File: src/rtl/display_scan_ctrl_pkg.sv
// -----------------------------------------------------------------------------
// display_scan_ctrl_pkg
// Shared constants for the multiplexed display scanner:
//   MAX_DIG   - largest number of digits the anode bus can drive (8)
//   NIB_W     - width of one hex digit nibble (4)
//   IDX_W     - width of a digit index (3)
//   ANODE_OFF - anode bus value with every digit dark (8'hFF, active-low)
// lead_digit() returns the index of the highest nonzero nibble of a 32-bit
// display word (0 when the word is all zero).
// -----------------------------------------------------------------------------
package display_scan_ctrl_pkg;

    localparam int MAX_DIG = 8;
    localparam int NIB_W   = 4;
    localparam int IDX_W   = 3;
    localparam logic [MAX_DIG-1:0] ANODE_OFF = 8'hFF;

    function automatic logic [IDX_W-1:0] lead_digit(input logic [MAX_DIG*NIB_W-1:0] word);
        logic [IDX_W-1:0] hi;
        hi = '0;
        for (int k = 0; k < MAX_DIG; k++) begin
            if (word[k*NIB_W +: NIB_W] != '0) begin
                hi = IDX_W'(k);
            end
        end
        return hi;
    endfunction

endpackage

File: src/rtl/display_scan_ctrl_scan_timer.sv
// -----------------------------------------------------------------------------
// scan_timer
// Prescaler plus digit index for the display scanner.
// Ports:
//   clk       - clock, rising edge
//   rst       - asynchronous active-low reset
//   tick      - high in the cycle the prescaler holds CLK_DIV-1
//   idx       - current digit slot, 0..NUM_DIG-1, advances on tick
//   frame_end - tick in the last digit slot of a frame
// Runs continuously; nothing gates it.
// -----------------------------------------------------------------------------
module scan_timer
    import display_scan_ctrl_pkg::*;
#(
    parameter int CLK_DIV = 50000,
    parameter int NUM_DIG = 8
) (
    input  logic             clk,
    input  logic             rst,
    output logic             tick,
    output logic [IDX_W-1:0] idx,
    output logic             frame_end
);

    localparam int CW = (CLK_DIV > 1) ? $clog2(CLK_DIV) : 1;
    localparam logic [CW-1:0]    CNT_LAST = CW'(CLK_DIV - 1);
    localparam logic [IDX_W-1:0] IDX_LAST = IDX_W'(NUM_DIG - 1);

    logic [CW-1:0] cnt;

    assign tick      = (cnt == CNT_LAST);
    assign frame_end = tick && (idx == IDX_LAST);

    always_ff @(posedge clk or negedge rst) begin
        if (!rst) begin
            cnt <= '0;
            idx <= '0;
        end else begin
            if (tick) begin
                cnt <= '0;
            end else begin
                cnt <= cnt + CW'(1);
            end
            if (tick) begin
                idx <= (idx == IDX_LAST) ? '0 : idx + IDX_W'(1);
            end
        end
    end

endmodule

File: src/rtl/display_scan_ctrl.sv
// -----------------------------------------------------------------------------
// display_scan_ctrl
// Time-multiplexed hex display scanner with frame-synchronous updates.
// Ports:
//   clk      - clock, rising edge
//   rst      - asynchronous active-low reset
//   en       - display enable; low turns every anode off (scan keeps running)
//   upd_req  - one-cycle strobe capturing upd_data
//   upd_data - eight hex nibbles, nibble k for digit k
//   blank    - bit k blanks digit k
//   upd_ack  - one-cycle pulse after a captured value reaches the display
//   DN_A     - active-low anode enables (one low bit, or all high)
//   DIG      - nibble of the digit currently being driven
// Build option: define SCAN_LZS_EN to add leading-zero suppression (digits
// above the highest nonzero nibble go dark; digit 0 always stays lit).
//
// Update handshake: upd_req is a single-cycle strobe with no back-pressure.
// Each strobe overwrites the staging word (last one wins). The staged word is
// copied to the displayed shadow word only on the frame_end cycle, and upd_ack
// pulses for one cycle right after that copy. A strobe landing on frame_end
// itself is committed directly in that cycle.
// -----------------------------------------------------------------------------
module display_scan_ctrl
    import display_scan_ctrl_pkg::*;
#(
    parameter int CLK_DIV = 50000,
    parameter int NUM_DIG = 8
) (
    input  logic                     clk,
    input  logic                     rst,
    input  logic                     en,
    input  logic                     upd_req,
    input  logic [MAX_DIG*NIB_W-1:0] upd_data,
    input  logic [MAX_DIG-1:0]       blank,
    output logic                     upd_ack,
    output logic [MAX_DIG-1:0]       DN_A,
    output logic [NIB_W-1:0]         DIG
);

    logic [IDX_W-1:0]         idx;
    logic                     frame_end;
    logic                     tick_unused;  // tick is only needed inside the timer
    logic [MAX_DIG*NIB_W-1:0] staging;
    logic [MAX_DIG*NIB_W-1:0] shadow;
    logic                     pending;
    logic                     commit;
    logic [MAX_DIG-1:0]       blank_eff;
    logic [MAX_DIG-1:0]       anode_next;

    scan_timer #(
        .CLK_DIV (CLK_DIV),
        .NUM_DIG (NUM_DIG)
    ) u_timer (
        .clk       (clk),
        .rst       (rst),
        .tick      (tick_unused),
        .idx       (idx),
        .frame_end (frame_end)
    );

    assign commit = frame_end && (pending || upd_req);

    // Effective blanking: external mask, optionally widened by zero suppression
    // derived from the displayed (shadow) word so it changes only per frame.
    always_comb begin
        blank_eff = blank;
`ifdef SCAN_LZS_EN
        for (int k = 1; k < MAX_DIG; k++) begin
            if (IDX_W'(k) > lead_digit(shadow)) begin
                blank_eff[k] = 1'b1;
            end
        end
`endif
    end

    always_comb begin
        anode_next = ANODE_OFF;
        if (en && !blank_eff[idx] && (int'(idx) < NUM_DIG)) begin
            anode_next[idx] = 1'b0;
        end
    end

    always_ff @(posedge clk or negedge rst) begin
        if (!rst) begin
            staging <= '0;
            shadow  <= '0;
            pending <= 1'b0;
            upd_ack <= 1'b0;
            DN_A    <= ANODE_OFF;
            DIG     <= '0;
        end else begin
            DN_A    <= anode_next;
            DIG     <= shadow[NIB_W*idx +: NIB_W];
            upd_ack <= commit;
            if (upd_req) begin
                staging <= upd_data;
            end
            if (commit) begin
                shadow  <= upd_req ? upd_data : staging;
                pending <= 1'b0;
            end else if (upd_req) begin
                pending <= 1'b1;
            end
        end
    end

endmodule

File: config.mk
export PLATFORM = sky130hd
export DESIGN_NAME = display_scan_ctrl
export DESIGN_NICKNAME = d
export VERILOG_FILES = /design/src/rtl/display_scan_ctrl_pkg.sv /design/src/rtl/display_scan_ctrl_scan_timer.sv /design/src/rtl/display_scan_ctrl.sv
export SDC_FILE = /design/constraint.sdc
export NUM_CORES = 1
export LEC_CHECK = 0
export CAP_MARGIN = 5
export CORE_MARGIN = 5
export CORE_UTILIZATION = 54
export CTS_CLUSTER_DIAMETER = 30
export CTS_CLUSTER_SIZE = 28
export DETAILED_ROUTE_END_ITERATION = 12
export GPL_TIMING_DRIVEN = 0
export HOLD_SLACK_MARGIN = 0.03
export PLACE_DENSITY = 0.79
export REMOVE_ABC_BUFFERS = 1
export SKIP_CTS_REPAIR_TIMING = 1
export SYNTH_ARGS = -nofsm -noshare
export SYNTH_HDL_FRONTEND = slang
export SYNTH_SLANG_ARGS = --single-unit
File: constraint.sdc
create_clock -name clk -period 2.23 [get_ports clk]
set_clock_uncertainty 0.2 [all_clocks]
set_input_delay 0.3345 -clock clk [delete_from_list [all_inputs] [get_ports clk]]
set_output_delay 0.3345 -clock clk [all_outputs]
set_load 0.02 [all_outputs]
# --- After elaboration in Yosys (flattened, before gate mapping) ---
# Cells that the tools add are included.
totals:
  regBits: 97
  latchBits: 0
  ram_bits: 0
  romBits: 0
  word_cells: 33
  memories: 0
classes:
  addsub: 2
  mul: 0
  n_div: 0
  n_lt_le_gt_ge: 2
  eq_ne: 2
  shift: 1
  n_mux: 10
  bitwise: 1
  n_reduce_logical: 7
op_table:
  columns: ["operator", "count"]
  rows:
  - ["$mux W32", 1]
  - ["$shiftx A32 B6 Y4", 1]
  - ["$add A16 B1 Y16 const B", 1]
  - ["$eq A16 B16 Y1 const B", 1]
  - ["$mux W16", 1]
  - ["$mux W8", 1]
  - ["$not A8 Y8", 1]
  - ["$logic_and A1 B1 Y1", 4]
  - ["$lt A3 B4 Y1 const B", 1]
  - ["$mux W1", 4]
  - ["$add A3 B1 Y3 const B", 1]
  - ["$bmux W1 S3", 1]
  - ["$demux W1 S3", 1]
  - ["$eq A3 B3 Y1 const B", 1]
  - ["$ge A3 B1 Y1 const B", 1]
  - ["$mux W3", 1]
  - ["$reduce_bool A2 Y1", 1]
  - ["$logic_not A1 Y1", 1]
  - ["$logic_or A1 B1 Y1", 1]

# --- Logic depth before layout (Yosys ltp) ---
depth:
  ltp_word: 6
  depth_mapped: 7
  ltp_nobuf: 5

# --- Cells and area by module ---
# Synthesis repeated with hierarchy kept, for this count alone.
hier_totals:
  hier_cells: 275
  hier_area_um2: 4052.6
by_module_without_submodules:
  columns: ["module", "instances", "cells_each", "area_each_um2"]
  rows:
  - ["display_scan_ctrl", 1, 189, 3110.5]
  - ["scan_timer", 1, 86, 942.2]

# --- Worst setup path before layout ---
# No wires, ideal clock.
synth_timing:
  path_type: "flip-flop to flip-flop"
  from: "register u_timer.cnt[0]"
  to: "register shadow[10]"
  arrival_ns: 1.693
  t_required_ns: 1.905
  slack_ns: 0.211
  stages_incl_launch_ff: 8
  n_path_buf: 2
  path_cell_list: "dfrtp_1 -> ha_1 -> and3_2 -> nand4_1 -> or2_1 -> buf_6 -> buf_12 -> mux2_4"
synth_between:
  elab_chain_len: 3
synth_lines:
  columns: ["element", "line", "source"]
  rows:
  - ["from (decl)", "display_scan_ctrl_scan_timer.sv:29", "logic [CW-1:0] cnt;"]
  - ["from (signal assigned)", "display_scan_ctrl_scan_timer.sv:42", "cnt <= cnt + CW'(1);"]
  - ["$eq A16 B16 Y1", "display_scan_ctrl_scan_timer.sv:31", "assign tick = (cnt == CNT_LAST);"]
  - ["$logic_and A1 B1 Y1", "display_scan_ctrl_scan_timer.sv:32", "assign frame_end = tick && (idx == IDX_LAST);"]
  - ["$logic_and A1 B1 Y1", "display_scan_ctrl.sv:61", "assign commit = frame_end && (pending || upd_req);"]
  - ["to (signal assigned)", "display_scan_ctrl.sv:99", "shadow <= upd_req ? upd_data : staging;"]
  - ["to (decl)", "display_scan_ctrl.sv:44", "logic [MAX_DIG*NIB_W-1:0] shadow;"]
# Every way passes these cells.
# A chain may end at the register's enable or synchronous reset.

# --- Final worst setup path ---
layout_timing:
  from: "register u_timer.idx[0]"
  to: "register shadow[0]"
layout_between:
  elab_chain_len: 3
layout_lines:
  columns: ["element", "line", "source"]
  rows:
  - ["from (decl)", "display_scan_ctrl_scan_timer.sv:21", "output logic [IDX_W-1:0] idx,"]
  - ["from (signal assigned)", "display_scan_ctrl_scan_timer.sv:45", "idx <= (idx == IDX_LAST) ? '0 : idx + IDX_W'(1);"]
  - ["$eq A3 B3 Y1", "display_scan_ctrl_scan_timer.sv:32", null]
  - ["$logic_and A1 B1 Y1", "display_scan_ctrl_scan_timer.sv:32", null]
  - ["$logic_and A1 B1 Y1", "display_scan_ctrl.sv:61", null]
# Every way passes these cells.

==> flow_summary.json <==
{
  "setup_viol": 0,
  "areaGrowthSynthToFinish_pct": 21.8,
  "crit_start": "u_timer.idx[0]",
  "num_vias": 2504,
  "outcome": "completed",
  "cts_tree": "yes",
  "critPathRequiredTime_ps": 2290,
  "cp-end-kind": "flop",
  "cellLeakagePower_nw": 2.31,
  "layout_common_cells": "86 x dfrtp_1, 54 x clkdlybuf4s50_1, 37 x mux2_2",
  "avgViaCountPerCell": 5.33,
  "hold_class": "in -> async",
  "synthArstFlopShare": 1.00,
  "synth.top_cell.area_share": 0.531,
  "finalWorstSetupSlack_ps": 84.7,
  "antenna_found_initial": 0,
  "pin_count": 57,
  "insertedDiodeCount": 0,
  "rr_startpoint": "u_timer.idx[0]",
  "routed_wl_um": 7540,
  "hpwl_um": 4970,
  "dr.pass1.iters": 7,
  "crit_fanout": 15,
  "drtAntennaViolNets": 0,
  "ys_ff_latch": 97,
  "rows": 32,
  "synth-warning-count": 0,
  "relSlewSlack": 0.465,
  "layout-drive-gt1-share": 0.293,
  "tns_ps": 0,
  "period_minus_slack_ps": 2150,
  "layout.nets": 410,
  "synth.area.top_cells": "dfrtp_1 53%, mux2_4 10%, mux2_2 9.9%",
  "grt_use_total": 0.160,
  "die_width_um": 98.1,
  "slew_viol_final": 0,
  "dp.cells": 445,
  "synthSimpleGateAreaFrac": 0.100,
  "avgRoutedWirePerCell_um": 16.0,
  "drt_iter0_drc": 87,
  "synth_cells": 300,
  "clock-root-buffer": "clkbuf_8",
  "peakVddDrop_uv": 293,
  "stdcell_count": 470,
  "drv_cap": 0,
  "critPathKind": "reg -> reg",
  "synth_top_area_cell": "dfrtp_1",
  "final_util": 0.668,
  "cts_htree_levels": 3,
  "final_common_cell": "dfrtp_1",
  "worstMarginPinSlew_ps": 803,
  "grt_pass1_wl_um": 12400,
  "syn_area_per_cell_um2": 14.0,
  "start_util": 0.548,
  "rr_worst_depth": 6,
  "grt_max_degree": 61,
  "netlist_area_um2": 4190,
  "gp_congestion": 0.778,
  "hold_viol_final": 0,
  "critPathArrivalTime_ps": 2200,
  "yosysUniqueCellTypes": 43,
  "worstReg2RegEnd": "shadow[0]",
  "pwr_density_cell_nw_per_um2": 624,
  "cp-start-kind": "flop",
  "grt_pass1_vias": 2606,
  "pre_cts_ws_ps": -694,
  "regToRegSetupSlack_ps": 80,
  "max_freq_ghz": 0.466,
  "synth_top_family_by_area": "multiplexers",
  "synth-xor-area-share": 0.0272,
  "synth_edf_count": 0,
  "clk_pin_slew_ps": 100,
  "cts_inserted_buffers": 9,
  "overflow": 0,
  "synth_ff_type": "dfrtp_1",
  "die_y_um": 98.1,
  "core_region_area_um2": 7650,
  "portBuffers": 56,
  "synth_compound_area_frac": 0.0286,
  "cts.path.max_buffers": 2,
  "clkLatencyLatePin_ps": 370,
  "yosys.area_share.adder": 0.00895,
  "drcViolationCount": 0,
  "yosysSeqAreaShare": 0.581,
  "holdWs_ps": 261,
  "synthMuxAreaShare": 0.222,
  "cts_num_sinks": 97,
  "die_area_um2": 9630,
  "min_period_over_period": 0.962
}
## area by class of cell
cell class / instances / area [um^2]
Clock buffer: 10 / 128
Clock inverter: 6 / 67.6
Fill cell: 568 / 2540
Inverter: 5 / 18.8
Multi-Input combinational cell: 183 / 1630
Sequential cell: 97 / 2450
Tap cell: 102 / 128
Timing Repair Buffer: 67 / 691
## cells in the mapped netlist, types with 7 or more instances
cell and count:
mux2_4 28, nand2_1 17, dfrtp_1 89, nand3_1 7
clkbuf_1 9, dfstp_2 8, nor2_1 13, mux2_2 37
xor2_1 7
## logic make-up (layout without fill, tap and decap cells)
logic type | count (synthesis) | in the layout
multiplexers | 72 | 72
AND/OR/NAND/NOR | 76 | 76
XOR/XNOR | 13 | 13
AO/OA/AOI/OAI | 19 | 19
adder cells (fa/ha/maj) | 3 | 3
buffers and inverters | 20 | 88
flip-flops | 97 | 97
## how the worst max path moves through the flow
| stage | endpoint | slack [ps] |
|---|---|---|
| finish | shadow[0] | 80 |
| global route | shadow[10] | -3 |
| CTS | shadow[10] | -710 |
| detailed placement | shadow[10] | -690 |
| global placement | u_timer.cnt[12] | -2750 |
| floorplan | shadow[0] | -800 |
## where the power goes
group	switching [mW]	total, mW	internal, mW
combinational	0.0869	0.214	0.127
sequential	0.0133	1.83	1.82
clock	0.615	1.14	0.525
total	0.715	3.18	2.47
## state kept, by name, summed over array words and instances (netlist names)
register and flops:
pending 1, staging 32, upd_ack 1, u_timer.idx 3
DN_A 8, shadow 32, u_timer.cnt 16, DIG 4
## per-stage QoR
| stage | power, mW | instance area [um^2] |
|---|---|---|
| floorplan | 1.94 | 4080 |
| finish | 3.18 | 5100 |
| global placement | 2.07 | 4770 |
| global route | 3.30 | 5100 |
| CTS | 3.21 | 5010 |
| detailed placement | 2.08 | 4820 |
## critical path, cell delays in order (launching register included)
cell     delay [ps]
dfrtp_4         530
ha_1            220
ha_1            210
o21ai_0         120
or2_4           230
buf_12          170
mux2_2          340
## routing by layer
layer | wire [um] | GRT usage | vias to the layer above
met2 | 3600 | 0.252 | 56
li1 | - | - | 1185
met3 | 360 | 0.0343 | 12
met4 | 155 | 0.0735 | 0
met1 | 3430 | 0.214 | 1251
met5 | 0 | 0 | -
No activity file was read; power rests on OpenSTA's default activity.
